$ cat src/rtl/brightness_pe_array.sv
// Brightness PE array: snapshots a diagonal-skewed 7x4 tile, saturates pixel+offset in 4 lane PEs, writes the 4x4 result row-major.
// Latency: start accepted at edge 0, writes in cycles 9-24, done pulse in cycle 25.
// Backpressure: none; start is ignored unless idle and every RAM write is assumed to land.
module brightness_pe_array #(
    parameter int ADDR_WIDTH   = 6,
    parameter int DATA_WIDTH   = 16,
    parameter int OFFSET_WIDTH = 9,
    parameter int PIXEL_MAX    = 255,
    parameter int BASE_ADDR    = 16
) (
    input  logic                           clk,
    input  logic                           rst,
    input  logic                           start,
    input  logic signed [OFFSET_WIDTH-1:0] brightness,
    input  logic [DATA_WIDTH-1:0]          tpu_data_arr [0:6][0:3],
    output logic                           wr_en,
    output logic [ADDR_WIDTH-1:0]          wr_addr,
    output logic [DATA_WIDTH-1:0]          wr_data,
    output logic                           busy,
    output logic                           done
);
    localparam int SUM_WIDTH = DATA_WIDTH + 2;
    localparam logic signed [SUM_WIDTH-1:0] SUM_MAX = SUM_WIDTH'(PIXEL_MAX);
    localparam logic [DATA_WIDTH-1:0] PIX_MAX = DATA_WIDTH'(PIXEL_MAX);
    localparam logic [ADDR_WIDTH-1:0] BASE = ADDR_WIDTH'(BASE_ADDR);

    typedef enum logic [2:0] {IDLE, FEED, DRAIN, WRITE, DONE} state_t;

    state_t                         state, state_nxt;
    logic [2:0]                     diag_cnt;
    logic [3:0]                     wr_idx;
    logic [DATA_WIDTH-1:0]          tile_snap [0:6][0:3];
    logic signed [OFFSET_WIDTH-1:0] offset_snap;
    logic [3:0]                     lane_vld;
    logic [1:0]                     lane_col [0:3];
    logic [3:0]                     pe_vld;
    logic [1:0]                     pe_col [0:3];
    logic [DATA_WIDTH-1:0]          pe_dat [0:3];
    logic [DATA_WIDTH-1:0]          result [0:3][0:3];

    function automatic logic [DATA_WIDTH-1:0] pe_sat(input logic [DATA_WIDTH-1:0] pix,
                                                     input logic signed [OFFSET_WIDTH-1:0] off);
        logic signed [SUM_WIDTH-1:0] sum;
        sum = $signed({2'b00, pix}) + $signed({{(SUM_WIDTH-OFFSET_WIDTH){off[OFFSET_WIDTH-1]}}, off});
        if (sum[SUM_WIDTH-1]) return '0;
        if (sum > SUM_MAX) return PIX_MAX;
        return sum[DATA_WIDTH-1:0];
    endfunction

    // Lane i carries pixel (row i, col d-i); slots outside the 4x4 tile are dropped.
    always_comb begin
        for (int i = 0; i < 4; i++) begin
            lane_col[i] = 2'(diag_cnt - 3'(i));
            lane_vld[i] = (state == FEED) && (3'(i) <= diag_cnt) && ((diag_cnt - 3'(i)) <= 3'd3);
        end
    end

    always_comb begin
        state_nxt = state;
        case (state)
            IDLE:    if (start) state_nxt = FEED;
            FEED:    if (diag_cnt == 3'd6) state_nxt = DRAIN;
            DRAIN:   state_nxt = WRITE;
            WRITE:   if (wr_idx == 4'd15) state_nxt = DONE;
            DONE:    state_nxt = IDLE;
            default: state_nxt = IDLE;
        endcase
    end

    always_ff @(posedge clk or posedge rst) begin
        if (rst) begin
            state       <= IDLE;
            diag_cnt    <= '0;
            wr_idx      <= '0;
            offset_snap <= '0;
            pe_vld      <= '0;
            for (int d = 0; d < 7; d++)
                for (int i = 0; i < 4; i++)
                    tile_snap[d][i] <= '0;
            for (int r = 0; r < 4; r++) begin
                pe_col[r] <= '0;
                pe_dat[r] <= '0;
                for (int c = 0; c < 4; c++)
                    result[r][c] <= '0;
            end
        end else begin
            state    <= state_nxt;
            diag_cnt <= (state == FEED && diag_cnt != 3'd6) ? diag_cnt + 3'd1 : '0;
            wr_idx   <= (state == WRITE) ? wr_idx + 4'd1 : '0;
            if (state == IDLE && start) begin
                offset_snap <= brightness;
                tile_snap   <= tpu_data_arr;
            end
            // PE stage registers one diagonal; the capture stage lands it in the matrix an edge later.
            for (int i = 0; i < 4; i++) begin
                pe_vld[i] <= lane_vld[i];
                pe_col[i] <= lane_col[i];
                pe_dat[i] <= lane_vld[i] ? pe_sat(tile_snap[diag_cnt][i], offset_snap) : '0;
                if (pe_vld[i])
                    result[i][pe_col[i]] <= pe_dat[i];
            end
        end
    end

    assign wr_en   = (state == WRITE);
    assign wr_addr = wr_en ? BASE + ADDR_WIDTH'(wr_idx) : '0;
    assign wr_data = wr_en ? result[wr_idx[3:2]][wr_idx[1:0]] : '0;
    assign busy    = (state != IDLE);
    assign done    = (state == DONE);
endmodule
$ cat config.mk
export PLATFORM = sky130hd
export DESIGN_NAME = brightness_pe_array
export DESIGN_NICKNAME = d
export VERILOG_FILES = /design/src/rtl/brightness_pe_array.sv
export SDC_FILE = /design/constraint.sdc
export NUM_CORES = 2
export LEC_CHECK = 0
export ABC_AREA = 1
export CORE_MARGIN = 2
export CORE_UTILIZATION = 60
export DETAILED_ROUTE_END_ITERATION = 8
export GPL_ROUTABILITY_DRIVEN = 0
export PLACE_DENSITY = 0.91
export SYNTH_ARGS = -nofsm -noshare
export SYNTH_HDL_FRONTEND = slang
export SYNTH_SLANG_ARGS = --single-unit
$ cat constraint.sdc
create_clock -name clk -period 50.5 [get_ports clk]
set_input_delay 10.1 -clock clk [delete_from_list [all_inputs] [get_ports clk]]
set_output_delay 10.1 -clock clk [all_outputs]
set_load 0.01 [all_outputs]
==> results.tsv <==
metric	value	unit
Synth Flop Type	dfrtp_1	
number of synthesized flops with an enable pin	0	
Clock Latency Late Sink	0.67	ns
pin count of the biggest net entering global routing	193	
Root Driver	clkbuf_16	
DRC violations left	0	
sequential area share after synthesis	50.6	%
top post-synthesis cells by area	dfrtp_1 (51%), mux2_2 (9.1%), o21ai_0 (8.0%)	
share of layout cells above drive strength 1	11.3	%
reg2reg start	diag_cnt[0]$_DFF_PP0_	
Arr. time, crit path	4.18	ns
Max H-tree Level	3	
relative slew slack	9.88	%
worst hold slack	0.479	ns
Peak supply drop	0.0540	mV
Yosys cell types	52	
total number of vias	36639	
CTS tree	built	
Max Fclk	0.0700	GHz
TNS Setup	0	ns
ys async rst share	100	%
footprint of the multi-input gates	0.0169	mm^2
Inserted Clock Buffers	83	
row count	93	
Worst setup SP type	flip-flop	
aggregate global routing overflow	0	
io pins	485	
first-pass GRT wire length	204000	um
area leader, netlist	dfrtp_1	
CTS clock-pin slew for the worst setup and hold paths	0.06	ns
clock skew	0.0348	ns
All-Layer GR Usage	39.2	%
maximum fanout along the worst path	67	
Critical Path RT	40.40	ns
antenna viol nets, final	0	
#FFs+latches synth	797	
Setup crit start	wr_idx[3]$_DFF_PP0_	
Die Ht	260	um
max-slew violations	0	
drt pass-1 iters	7	
power per cell area	71.4	mW/mm^2
hold_sp	result[180]$_DFFE_PP0P_	
CTS sink count	797	
outcome	completed	
CTS resizes	0	
Core Region	0.0647	mm^2
area grow syn2layout	20.5	%
fillers	4084	
Worst setup EP type	output pin	
Reg area	0.0200	mm^2
Post-Synthesis Cells	4504	
average cell area after synthesis	8.75	um^2
Yosys Warn Count	0	
top cell type's share of synthesized area	50.6	%
clock buffer depth	3	
Final WS setup	36.22	ns
final WL	136000	um
max_cap viols	0	
worst slew pin tran	1.35	ns
layout net count	5434	
Final Setup Violations	0	
period utilisation layout	28.3	%
pre-CTS setup slack	36.07	ns
DRT iter0 DRCs	5146	
most numerous cell in the Yosys netlist	dfrtp_1	
Crit Path Class	reg2out	
Fin. Hold Viols	0	
Routed WL per cell	23.2	um
vias in the first global route	36022	
minimum clock period	14.28	ns
RSZ-0062 raised after global routing	false	
Hold Crit Class	reg2reg	
Vias/cell	6.24	
Post-CTS Setup Bufs	0	
commonest cells in the netlist	dfrtp_1 (797), nand2_1 (774), o21ai_0 (630)	
Port Buffers	483	
Initial Util	60.9	%
Mapped Area	0.0394	mm^2
Die W	260	um
HPWL after DPL	86900	um
leakage power	0.0221	uW
area of the die	0.0678	mm^2
CTS Hold Bufs	0	
initial antenna violation count	64	
[worst paths after layout]
path | to | cells after the start | slack, ns
max | wr_data[1] | 6 | 36.22
min | result[180]$_DFFE_PP0P_ | 2 | 0.48
max reg2reg | pe_dat[55]$_DFF_PP0_ | 23 | 45.10
min reg2reg | result[180]$_DFFE_PP0P_ | 2 | 0.48
max in group asynchronous | tile_snap[84]$_DFFE_PP0P_ | 4 | 37.87
min in group asynchronous | tile_snap[137]$_DFFE_PP0P_ | 2 | 10.02
[logic make-up (layout without fill, tap and decap cells)]
group	after synthesis	in the layout	synth area share, %
XOR/XNOR	26	26	0.616
AND/OR/NAND/NOR	1546	1546	15.8
multiplexers	325	325	9.28
buffers and inverters	676	1097	6.82
adder cells (fa/ha/maj)	84	84	2.74
AO/OA/AOI/OAI	1049	1049	14.2
other	1	90	0.00951
flip-flops	797	797	50.6
[report_power, final]
group / internal (uW) / switching (uW) / leakage, uW / total (uW)
combinational: 654 / 1090 / 0.0110 / 1750
sequential: 872 / 165 / 0.00983 / 1040
clock: 340 / 268 / 0.00131 / 608
total: 1870 / 1530 / 0.0221 / 3390
[layout by cell type, fill, tap and decap left out, types with 12 or more instances in the layout]
master / instances
ha_1: 80
a21oi_1: 244
nand4_1: 13
conb_1: 33
inv_2: 18
clkinv_2: 18
buf_4: 38
nor2_1: 568
nand3_1: 117
clkdlybuf4s50_1: 483
nand2_1: 774
mux2_2: 320
o22ai_1: 45
dfrtp_1: 791
diode_2: 57
a31oi_1: 74
clkbuf_1: 25
o21ai_0: 630
and2_1: 12
o211ai_1: 14
xnor2_1: 20
clkbuf_16: 83
o221ai_1: 28
inv_1: 394
nand2_2: 20
[state kept, by name, indices dropped and copies added, names as in the netlist]
register     flops
result         256
diag_cnt         3
pe_col           6
offset_snap      9
state            3
pe_vld           4
pe_dat          64
tile_snap      448
wr_idx           4
[layout make-up]
| cell class | instances | share of cell area [%] |
|---|---|---|
| Timing Repair Buffer | 523 | 10.9 |
| Sequential cell | 797 | 42.0 |
| Clock buffer | 119 | 4.89 |
| Multi-Input combinational cell | 3063 | 35.6 |
| Tap cell | 855 | 2.25 |
| Clock inverter | 33 | 0.732 |
| Antenna cell | 57 | 0.300 |
| Inverter | 422 | 3.36 |
[stage by stage]
step	std cells	area (um^2)	total power (uW)	utilization, %
after floorplan	4536	39600	2230	-
after global placement	5660	44700	2580	69.1
after detailed placement	5660	44700	2670	69.1
after CTS	5812	47400	3310	73.2
after global routing	5861	47500	3610	73.4
final	5869	47500	3390	73.5
[worst max-delay path, cell delays in order (launching register included)]
cell and delay (ns):
dfrtp_2 0.82, inv_2 1.01, o21ai_0 0.25, o22ai_1 0.26, nand2_1 0.08, a31oi_1 0.42
clkdlybuf4s50_1 0.66
[layer usage]
| layer | vias up | share of wire (%) | GRT usage, % |
|---|---|---|---|
| met5 | - | 0.11 | 0 |
| met4 | 22 | 8.8 | 27.2 |
| met3 | 802 | 13 | 12.8 |
| met2 | 2849 | 44 | 60.1 |
| met1 | 17334 | 34 | 47.0 |
| li1 | 15632 | - | - |
(Power assumes the default switching activity.)
